File: config.mk
export PLATFORM = sky130hd
export DESIGN_NAME = pipe_fetch_ctrl
export DESIGN_NICKNAME = d
export VERILOG_FILES = /design/src/rtl/pipe_pkg.sv /design/src/rtl/fetch_skid_buf.sv /design/src/rtl/pipe_fetch_ctrl.sv
export SDC_FILE = /design/constraint.sdc
export NUM_CORES = 1
export LEC_CHECK = 0
export BUFFER_PORTS_ARGS = -buffer_cell sky130_fd_sc_hd__buf_2
export CAP_MARGIN = 15
export CORE_MARGIN = 1.5
export CORE_UTILIZATION = 55
export DETAILED_ROUTE_END_ITERATION = 6
export PLACE_DENSITY = 0.93
export SYNTH_ARGS = -nofsm -noshare
export SYNTH_HDL_FRONTEND = slang
export SYNTH_SLANG_ARGS = --single-unit
File: constraint.sdc
create_clock -name clk -period 5.5 [get_ports clk]
set_input_delay 0.825 -clock clk [delete_from_list [all_inputs] [get_ports clk]]
set_output_delay 0.825 -clock clk [all_outputs]
set_load 0.005 [all_outputs]
File: src/rtl/pipe_pkg.sv
`default_nettype none
// ============================================================================
// Module  : pipe_pkg
// Brief   : Shared types and constants for the pipeline front-end.
// Rev     : 1.0 - initial release
// ============================================================================
package pipe_pkg;

    localparam int unsigned PIPE_XLEN = 32;
    localparam logic [PIPE_XLEN-1:0] NOP_INSTR = 32'h0000_0013;

    typedef enum logic [0:0] {
        FETCH = 1'b0,
        DRAIN = 1'b1
    } fetch_state_e;

    typedef struct packed {
        logic [PIPE_XLEN-1:0] pc;
        logic [PIPE_XLEN-1:0] ir;
        logic                 valid;
    } stage_reg_t;

    function automatic stage_reg_t nop_stage();
        stage_reg_t s;
        s.pc    = '0;
        s.ir    = NOP_INSTR;
        s.valid = 1'b0;
        return s;
    endfunction

endpackage
`default_nettype wire

File: src/rtl/fetch_skid_buf.sv
`default_nettype none
// ============================================================================
// Module  : fetch_skid_buf
// Brief   : One-entry holding slot for a fetch response that lands during a stall.
// Rev     : 1.0 - initial release
// ============================================================================
module fetch_skid_buf
    import pipe_pkg::*;
#(
    parameter int XLEN = PIPE_XLEN
) (
    input  logic            clk,
    input  logic            rst,
    input  logic            i_clear,
    input  logic            i_push,
    input  logic            i_pop,
    input  logic [XLEN-1:0] i_pc,
    input  logic [XLEN-1:0] i_ir,
    output logic            o_full,
    output logic [XLEN-1:0] o_pc,
    output logic [XLEN-1:0] o_ir
);

    logic            r_full;
    logic [XLEN-1:0] r_pc;
    logic [XLEN-1:0] r_ir;

    // Clear dominates so a redirect can never leave a stale entry behind.
    always_ff @(posedge clk) begin
        if (rst) begin
            r_full <= 1'b0;
            r_pc   <= '0;
            r_ir   <= '0;
        end else if (i_clear) begin
            r_full <= 1'b0;
        end else if (i_push) begin
            r_full <= 1'b1;
            r_pc   <= i_pc;
            r_ir   <= i_ir;
        end else if (i_pop) begin
            r_full <= 1'b0;
        end
    end

    assign o_full = r_full;
    assign o_pc   = r_pc;
    assign o_ir   = r_ir;

endmodule
`default_nettype wire

File: src/rtl/pipe_fetch_ctrl.sv
`default_nettype none
// ============================================================================
// Module  : pipe_fetch_ctrl
// Brief   : Fetch PC, imem handshake and F->D->E registers with stall/flush/trap.
//           Define PIPE_PERF_CNT_EN to enable the stall/flush perf counters.
// Rev     : 1.0 - initial release
// ============================================================================
module pipe_fetch_ctrl
    import pipe_pkg::*;
#(
    parameter int              XLEN     = 32,
    parameter logic [XLEN-1:0] RESET_PC = '0
) (
    input  logic            clk,
    input  logic            rst,
    input  logic            stall_i,
    input  logic            flush_i,
    input  logic [XLEN-1:0] br_target_i,
    input  logic            trap_i,
    input  logic [XLEN-1:0] trap_pc_i,
    output logic            imem_req_o,
    output logic [XLEN-1:0] imem_addr_o,
    input  logic            imem_valid_i,
    input  logic [XLEN-1:0] imem_rdata_i,
    output logic [XLEN-1:0] pc_D_o,
    output logic [XLEN-1:0] ir_D_o,
    output logic            valid_D_o,
    output logic [XLEN-1:0] pc_E_o,
    output logic [XLEN-1:0] ir_E_o,
    output logic            valid_E_o,
    output logic [31:0]     stall_cnt_o,
    output logic [31:0]     flush_cnt_o
);

    localparam logic [XLEN-1:0] c_PC_STEP = XLEN'(4);

    fetch_state_e    r_state;
    fetch_state_e    w_state_nx;
    logic [XLEN-1:0] r_pc_f;
    logic [XLEN-1:0] w_pc_f_nx;
    logic [XLEN-1:0] r_drain_addr;
    logic            r_outst;
    stage_reg_t      r_d;
    stage_reg_t      r_e;
    stage_reg_t      w_d_nx;
    stage_reg_t      w_e_nx;

    logic            w_req;
    logic [XLEN-1:0] w_addr;
    logic            w_resp;
    logic            w_redirect;
    logic [XLEN-1:0] w_target;
    logic            w_push;
    logic            w_pop;
    logic            w_clear;
    logic            w_skid_full;
    logic [XLEN-1:0] w_skid_pc;
    logic [XLEN-1:0] w_skid_ir;

    fetch_skid_buf #(
        .XLEN (XLEN)
    ) u_skid (
        .clk     (clk),
        .rst     (rst),
        .i_clear (w_clear),
        .i_push  (w_push),
        .i_pop   (w_pop),
        .i_pc    (r_pc_f),
        .i_ir    (imem_rdata_i),
        .o_full  (w_skid_full),
        .o_pc    (w_skid_pc),
        .o_ir    (w_skid_ir)
    );

    // DRAIN keeps the old request up; a full skid buffer is drained before new fetches.
    always_comb begin
        w_req  = 1'b0;
        w_addr = r_pc_f;
        if (!rst) begin
            if (r_state == DRAIN) begin
                w_req  = 1'b1;
                w_addr = r_drain_addr;
            end else begin
                w_req = !w_skid_full && !(stall_i && !r_outst);
            end
        end
    end

    assign w_resp     = imem_valid_i && w_req;
    assign w_redirect = trap_i || flush_i;
    assign w_target   = trap_i ? trap_pc_i : br_target_i;

    always_comb begin
        w_state_nx = r_state;
        w_pc_f_nx  = r_pc_f;
        w_d_nx     = r_d;
        w_e_nx     = r_e;
        w_push     = 1'b0;
        w_pop      = 1'b0;
        w_clear    = 1'b0;
        if (w_redirect) begin
            w_pc_f_nx  = w_target;
            w_d_nx     = nop_stage();
            w_e_nx     = nop_stage();
            w_clear    = 1'b1;
            w_state_nx = (w_req && !imem_valid_i) ? DRAIN : FETCH;
        end else if (r_state == DRAIN) begin
            if (imem_valid_i) begin
                w_state_nx = FETCH;
            end
            if (stall_i) begin
                w_e_nx = nop_stage();
            end else begin
                w_e_nx = r_d;
                w_d_nx = nop_stage();
            end
        end else if (stall_i) begin
            w_e_nx = nop_stage();
            if (w_resp) begin
                w_push    = 1'b1;
                w_pc_f_nx = r_pc_f + c_PC_STEP;
            end
        end else begin
            w_e_nx = r_d;
            if (w_skid_full) begin
                w_d_nx = '{pc: w_skid_pc, ir: w_skid_ir, valid: 1'b1};
                w_pop  = 1'b1;
            end else if (w_resp) begin
                w_d_nx    = '{pc: r_pc_f, ir: imem_rdata_i, valid: 1'b1};
                w_pc_f_nx = r_pc_f + c_PC_STEP;
            end else begin
                w_d_nx = nop_stage();
            end
        end
    end

    always_ff @(posedge clk) begin
        if (rst) begin
            r_state      <= FETCH;
            r_pc_f       <= RESET_PC;
            r_drain_addr <= RESET_PC;
            r_outst      <= 1'b0;
            r_d          <= nop_stage();
            r_e          <= nop_stage();
        end else begin
            r_state      <= w_state_nx;
            r_pc_f       <= w_pc_f_nx;
            r_drain_addr <= w_addr;
            r_outst      <= w_req && !imem_valid_i;
            r_d          <= w_d_nx;
            r_e          <= w_e_nx;
        end
    end

    assign imem_req_o  = w_req;
    assign imem_addr_o = w_addr;
    assign pc_D_o      = r_d.pc;
    assign ir_D_o      = r_d.ir;
    assign valid_D_o   = r_d.valid;
    assign pc_E_o      = r_e.pc;
    assign ir_E_o      = r_e.ir;
    assign valid_E_o   = r_e.valid;

`ifdef PIPE_PERF_CNT_EN
    logic [31:0] r_stall_cnt;
    logic [31:0] r_flush_cnt;

    always_ff @(posedge clk) begin
        if (rst) begin
            r_stall_cnt <= '0;
            r_flush_cnt <= '0;
        end else begin
            if (stall_i) begin
                r_stall_cnt <= r_stall_cnt + 32'd1;
            end
            if (w_redirect) begin
                r_flush_cnt <= r_flush_cnt + 32'd1;
            end
        end
    end

    assign stall_cnt_o = r_stall_cnt;
    assign flush_cnt_o = r_flush_cnt;
`else
    assign stall_cnt_o = '0;
    assign flush_cnt_o = '0;
`endif

endmodule
`default_nettype wire

Yosys cells after proc, flatten, opt, wreduce, memory -nomap -nowiden. Cells that the tools add are included.

Output and inout bits: 227. Word-level logic and storage cells: 62. Register bits: 261.

Add/subtract/negate cells: 1. Bitwise logic cells: 1. Multiplexer cells: 30. Equal/unequal tests: 2. Reduce and logical (&&, ||, !) cells: 15.

Operators by type and width (count): $mux W65 (5); $mux W32 (8); $add A32 B3 Y32 const B (1); $mux W1 (17); $logic_and A1 B1 Y1 (4); $logic_not A1 Y1 (4); $reduce_and A2 Y1 (2); $reduce_or A2 Y1 (2); $ne A3 B3 Y1 const B (1); $reduce_or A3 Y1 (1); $ne A2 B1 Y1 const B (1); $reduce_bool A2 Y1 (1); $logic_or A1 B1 Y1 (1); $not A1 Y1 (1).

Longest topological paths before layout. Gate-level depths: netlist (run 1).

Word-level depth: 12. Gate-level depth with buffers: 8.

Hierarchy. A second synthesis (run 1) with hierarchy kept.

Cell total of the unflattened synthesis: 1238. Area total of the unflattened synthesis: 11756.3 um^2.

Modules (own cells, without submodules): pipe_fetch_ctrl (instances 1, area an instance 8488.1 um^2, cells an instance 942); fetch_skid_buf (instances 1, area an instance 3268.1 um^2, cells an instance 296).

Worst setup path before layout (run 1). Ideal clock, no wire load.

Path type: input-to-output. From: input port rst. To: output port imem_addr_o[10]. Arrival: 2007 ps. Required time: 4675 ps. Path buffers: 3. Stages on the path: 5. Path slack: 2668 ps. Cells stage by stage: buf_6 -> nor2b_1 -> clkbuf_1 -> clkbuf_1 -> mux2_2.

Longest elaborated chain between the ends: 1.

Ends and longest elaborated chain: start, declared (line pipe_fetch_ctrl.sv:15) `input logic rst,`; $mux W32 (line pipe_fetch_ctrl.sv:79) `if (!rst) begin`; end, declared (line pipe_fetch_ctrl.sv:22) `output logic [XLEN-1:0] imem_addr_o,`.

Every way passes these cells.

Worst setup path in the final report (run 1).
From: register r_state. To: output port imem_addr_o[3].

Longest elaborated chain between the ends: 2.

Ends and longest elaborated chain: start, declared (line pipe_fetch_ctrl.sv:37) `fetch_state_e r_state;`; start signal, assigned (line pipe_fetch_ctrl.sv:146) `r_state <= w_state_nx;`; $mux W32 (line pipe_fetch_ctrl.sv:80) `if (r_state == DRAIN) begin`; $mux W32 (line pipe_fetch_ctrl.sv:79).

Every way passes these cells.

==> results of run 1 <==
==> sequential cells by signal, indices dropped and copies added, names as in the netlist <==
register       count
ir_D_o            32
ir_E_o            32
pc_D_o            32
pc_E_o            32
r_drain_addr      32
r_outst            1
r_pc_f            32
r_state            1
u_skid.o_full      1
u_skid.o_ir       32
u_skid.o_pc       32
valid_D_o          1
valid_E_o          1
==> routing by layer <==
metal	vias to the layer above	wire, um	global-route usage [%]
met2	542	14130	46.93
met4	0	1004	12.53
met5	-	0	0
met3	74	2420	4.050
met1	4335	11680	35.04
li1	4235	-	-
==> stage by stage <==
step / instances / hold WS, ps
finish: 1600 / 452.7
global route: 1600 / 470.6
CTS: 1597 / 453.3
detailed placement: 1552 / 445.6
global placement: 1552 / 440.6
floorplan: 1202 / 435.7
==> worst register-to-register path, stage by stage (launching register included) <==
cell and delay [ps]:
dfxtp_2 550, buf_4 530, a21oi_1 290, or4b_2 1060, buf_4 410, nand2_1 150, a21oi_1 70
==> power by group through the flow <==
stage	Sequential (mW)	Combinational, mW	Clock (mW)
after floorplan	1.99	0.206	0
after global placement	2.02	0.238	0
after detailed placement	2.02	0.245	0
after CTS	1.98	0.248	1.76
after global routing	1.99	0.274	1.84
final	1.99	0.252	1.75
==> placed cells by master (no fill, tap or decap), drive strengths merged, types with 13 or more instances in the layout <==
cell type  Yosys  final
mux2          30     30
nor3          13     13
buf          114    278
a222oi        62     62
clkbuf        46     36
inv           67     68
conb           1     64
nor2          55     55
nand2        147    147
o22ai         18     18
mux2i         44     44
a21oi         79     79
xnor2         15     15
dfxtp        261    261
and2          64     64
a22oi         15     15
==> worst max-delay path by stage <==
stage / from / end / cells after the start
3_5_place_dp: trap_i / ir_D_o[0]$_SDFFE_PP1N_ / 6
6_report: r_state$_SDFF_PP0_ / imem_addr_o[3] / 3
4_1_cts: r_state$_SDFF_PP0_ / imem_addr_o[26] / 3
3_3_place_gp: trap_i / ir_D_o[4]$_SDFFE_PP1N_ / 6
2_1_floorplan: rst / imem_addr_o[10] / 5
5_1_grt: r_state$_SDFF_PP0_ / imem_addr_o[3] / 3
==> logic make-up after synthesis <==
group                      count (synthesis)  share of synthesized area, %
AOI/OAI and AO/OA                        207                         13.96
xor gates and xnor gates                  21                         1.740
adders and majority gates                  1                        0.1184
buffers and inverters                    228                         11.34
DFF                                      261                         49.43
muxes                                     74                         7.363
other                                      1                       0.03548
and+or+nand+nor                          346                         16.02
==> final cells by class <==
cell class / count / area (um^2) / area share, %
Sequential cell: 261 / 5226 / 41.87
Multi-Input combinational cell: 713 / 4412 / 35.35
Timing Repair Buffer: 278 / 1445 / 11.58
Clock buffer: 36 / 769.5 / 6.165
Tap cell: 234 / 292.8 / 2.346
Inverter: 68 / 255.2 / 2.045
Clock inverter: 9 / 77.57 / 0.6216
Antenna cell: 1 / 2.502 / 0.02005
==> impl_metrics.yaml, run 1 <==
critical_path:
  regToRegStartpoint: "r_state$_SDFF_PP0_"
  start_kind: "flip-flop"
  critPathBufInv: 1
  crit_path_top_delay_cell: "nor2b_4"
  slowest_delay_ps: 960
  crit_family: "simple AND/OR/NAND/NOR gates"
  cp.required_ps: 4680
  rr_worst_depth: 6
  worstPathArrival_ps: 2610
  path_cells: "nor2b_4, mux2_2, buf_2"
  critical_path_class: "reg2out"
  timing.rr.end: "u_skid.o_pc[27]$_SDFFE_PP0P_"
  cp_max_fo: 34
  r2r_slack_ps: 2280
  end_kind: "output port"
min_path:
  min-delay-start: "u_skid.o_pc[12]$_SDFFE_PP0P_"
  min_path_cells: 2
  hold_class: "reg2reg"
  hold_end: "u_skid.o_pc[12]$_SDFFE_PP0P_"
synthesis:
  ys.warnings.count: 0
  synthArstFlopShare_pct: 0
  synth_top_flop_cell: "dfxtp_1"
  ys_seq_area_share_pct: 49.43
  netlist_area_um2: 10570
  synth_top_cell_by_area: "dfxtp_1"
  avgSynthCellArea_um2: 9.280
  netlist_top_cells_area: "dfxtp_1, a222oi_1, nand2_1, buf_4, mux2i_1"
  synth_top_area_share_pct: 49.43
  synth.distinct_cells: 55
  yosysMostFrequentCell: "dfxtp_1"
  syn-instance-count: 1139
  synth_edf_count: 0
  ys_ff_latch: 261
  yosys-top-cells-count: "dfxtp_1, nand2_1, a21oi_1, inv_1"
power:
  finalPower_mw: 3.987
  p_leak_nw: 5.747
  switching_share_pct: 23.34
  p_comb_share_pct: 6.3
  power_density_nw_per_um2: 319.4
  seqPwrFrac_pct: 49.8
  pwr-share-clk_pct: 43.9
  vdd_drop_max_mv: 0.1814
  power.switching_uw: 930.5
  p_int_mw: 3.056
timing:
  tns_ps: 0
  layout_setup_ws_ps: 2066
  rsz0062_at_grt: "false"
  setup_violations: 0
  timing.fmax_ghz: 0.2912
  fin_crit_ps: 3434
  hold_viol: 0
  skew_ps: 17.70
  max-slew-margin-rel_pct: 27.13
  min_period_over_period_pct: 62.44
  maxSlewViolCount: 0
  worstMarginPinSlew_ps: 1091
placement:
  portBuffers: 264
  post-place-ws_ps: 1949
  gp_congestion: 0.8980
  placed_area_um2: 11600
  dpl.hpwl_um: 19020
grt:
  grt_pass1_wl_um: 44760
  antenna_found_initial: 1
  grt-ovfl-total: 0
  grt_max_degree: 65
  grt_pass1_vias: 8540
  gr-usage-all-layers_pct: 27.70
route:
  drc_errors: 22
  ant_nets: 0
  first_pass_iters: 7
  via_count: 9186
  vias_per_cell: 5.741
  first_iter_violations: 1159
  routedWlPerCell_um: 18.27
  wirelength_um: 29230
clock_tree:
  post_cts_buffers: 0
  cts.sinks: 261
  cts-buffers-inserted: 26
  cts_resized: 0
  cts.clk_slew.worst_paths_ps: 60
  clockBufferDepth: 3
  htree_levels: 1
  insertion_delay_ps: 520
  postCtsHoldBufs: 0
  cts-root-buf: "clkbuf_16"
  cts_tree: "built"
cells_and_area:
  area.growth.synth_to_final_pct: 18.08
  post-route-util_pct: 66.50
  drive_gt1_share_pct: 26.45
  num-nets-final: 1451
  n_fill_cell: 1453
  final_area_um2: 12480
floorplanning:
  start_util_pct: 56.32
  placementRows: 50
  die_h_um: 141.6
  io_pins: 329
  chipWidth_um: 141.6
  die_area_um2: 20060
  core_um2: 18770
job:
  cap_violations: 0
run_status:
  status: "finished, violations left"
  violations: "design-rule violations"
(Power assumes the default switching activity.)
==> run 2: changes to the inputs <==
ABC_AREA = 1   (was not set)
CORE_UTILIZATION = 52   (was 55)
PLACE_DENSITY = 0.88   (was 0.93)
clock period = 3.6 ns   (was 5.5 ns; I/O delays follow)
==> impl_metrics.yaml, run 2 <==
run_status:
  status: "finished clean"
clock_tree:
  htree_levels: 1
  cts.clk_slew.worst_paths_ps: 60
  post_cts_buffers: 0
  cts_resized: 0
  cts_tree: "built"
  cts-buffers-inserted: 26
  insertion_delay_ps: 530
  cts-root-buf: "clkbuf_16"
  clockBufferDepth: 3
  postCtsHoldBufs: 0
  cts.sinks: 261
floorplanning:
  io_pins: 329
  placementRows: 54
  start_util_pct: 53.26
  chipWidth_um: 152.7
  die_h_um: 152.7
  core_um2: 21890
  die_area_um2: 23330
route:
  vias_per_cell: 5.153
  routedWlPerCell_um: 14.91
  first_iter_violations: 734
  via_count: 11120
  wirelength_um: 32170
  first_pass_iters: 5
  ant_nets: 0
  drc_errors: 0
synthesis:
  synth_top_cell_by_area: "dfxtp_1"
  yosysMostFrequentCell: "nand2_1"
  synth_top_flop_cell: "dfxtp_1"
  syn-instance-count: 1659
  yosys-top-cells-count: "nand2_1, dfxtp_1, a21oi_1, nor2_1, inv_1"
  ys_ff_latch: 261
  avgSynthCellArea_um2: 7.028
  synth_edf_count: 0
  ys.warnings.count: 0
  ys_seq_area_share_pct: 44.82
  netlist_area_um2: 11660
  netlist_top_cells_area: "dfxtp_1, nand2_1, a21oi_1, nor2_1, inv_1"
  synth_top_area_share_pct: 44.82
  synth.distinct_cells: 34
  synthArstFlopShare_pct: 0
timing:
  max-slew-margin-rel_pct: 45.67
  tns_ps: 0
  hold_viol: 0
  setup_violations: 0
  rsz0062_at_grt: "false"
  worstMarginPinSlew_ps: 814.0
  min_period_over_period_pct: 72.74
  skew_ps: 10.71
  timing.fmax_ghz: 0.3819
  fin_crit_ps: 2619
  maxSlewViolCount: 0
grt:
  grt_max_degree: 116
  grt_pass1_vias: 10010
  grt-ovfl-total: 0
  grt_pass1_wl_um: 51380
  gr-usage-all-layers_pct: 26.62
  antenna_found_initial: 0
power:
  vdd_drop_max_mv: 0.3083
  p_leak_nw: 5.783
  power_density_nw_per_um2: 472.9
cells_and_area:
  layout_commonest_cell: "nand2_1"
  final_cell_count_no_fill: 2157
  num-nets-final: 1959
  final_cell_mix: "nand2_1, buf_2, dfxtp_1"
  area.growth.synth_to_final_pct: 16.98
  drive_gt1_share_pct: 18.39
  n_fill_cell: 1979
critical_path:
  cp.required_ps: 3060
  crit_end: "imem_addr_o[21]"
  r2r_slack_ps: 1380
  regToRegStartpoint: "r_state$_SDFF_PP0_"
  critical_path_class: "reg2out"
  timing.rr.end: "r_pc_f[13]$_SDFFE_PP0P_"
  end_kind: "output port"
  start_kind: "flip-flop"
  rr_worst_depth: 7
  setup.worst_path.start: "r_state$_SDFF_PP0_"
  worstPathArrival_ps: 2080
  cp_max_fo: 34
min_path:
  hold_class: "in2reg"
placement:
  dp.cells: 2108
  gp_congestion: 0.8827
  portBuffers: 264
  dpl.hpwl_um: 21970
job:
  cap_violations: 0
## run 2: final cells by class
class / count / area, um^2 / area share (%)
Antenna cell: 1 / 2.502 / 0.01835
Tap cell: 280 / 350.3 / 2.569
Timing Repair Buffer: 280 / 1454 / 10.66
Multi-Input combinational cell: 1115 / 5062 / 37.12
Clock inverter: 13 / 148.9 / 1.092
Clock buffer: 35 / 745.7 / 5.468
Inverter: 172 / 649.4 / 4.761
Sequential cell: 261 / 5225 / 38.31
## run 2: cell families (layout without fill, tap and decap cells)
logic type	Yosys count	after routing	synth area share (%)
and+or+nand+nor	615	615	20.71
xor gates and xnor gates	6	6	0.4507
DFF	261	261	44.82
buffers and inverters	346	500	13.92
adders and majority gates	1	1	0.1073
AOI/OAI and AO/OA	429	429	19.96
other	1	65	0.03216
## run 2: critical path, cell delays in order (launching register included)
cell      delay [ps]
dfxtp_1          370
inv_2            530
nand2_1          110
a21oi_1          190
o21bai_1         180
buf_2            160
## run 2: worst min-delay path by stage
stage | to | startpoint | slack, ps | depth (start not counted)
floorplan | u_skid.o_ir[4]$_SDFFE_PP0P_ | u_skid.o_ir[4]$_SDFFE_PP0P_ | 420 | 2
global placement | ir_E_o[17]$_SDFF_PP0_ | ir_D_o[17]$_SDFFE_PP0N_ | 430 | 2
detailed placement | ir_E_o[30]$_SDFF_PP0_ | ir_D_o[30]$_SDFFE_PP0N_ | 430 | 2
CTS | r_pc_f[1]$_SDFFE_PP0P_ | br_target_i[1] | 270 | 3
global route | r_pc_f[1]$_SDFFE_PP0P_ | br_target_i[1] | 290 | 3
finish | r_pc_f[1]$_SDFFE_PP0P_ | br_target_i[1] | 280 | 3
## run 2: per-layer routing
metal / global-route usage (%) / share of wire [%] / vias up
li1: - / - / 5554
met1: 35.67 / 42 / 5007
met2: 45.09 / 47 / 496
met3: 3.157 / 7.7 / 58
met4: 7.784 / 2.5 / 0
met5: 0 / 0 / -
## run 2: power by group
part	leakage [nW]	switching, mW	total [mW]	internal [mW]
combinational	3.23	0.375	0.590	0.215
sequential	2.12	0.0931	3.05	2.96
clock	0.440	1.14	2.81	1.67
## run 2: per-stage QoR
step / hold WS (ps) / utilization [%] / total power, mW / worst slack (ps) / cell area, um^2
3_5_place_dp: 431.5 / 58.20 / 3.694 / 1020 / 12740
4_1_cts: 269.4 / 62.29 / 6.493 / 985.4 / 13640
6_report: 283.1 / 62.30 / 6.450 / 981.4 / 13640
3_3_place_gp: 429.5 / 58.20 / 3.679 / 1132 / 12740
5_1_grt: 286.3 / 62.29 / 6.685 / 829.4 / 13640
2_1_floorplan: 424.6 / - / 3.521 / 1814 / 11900
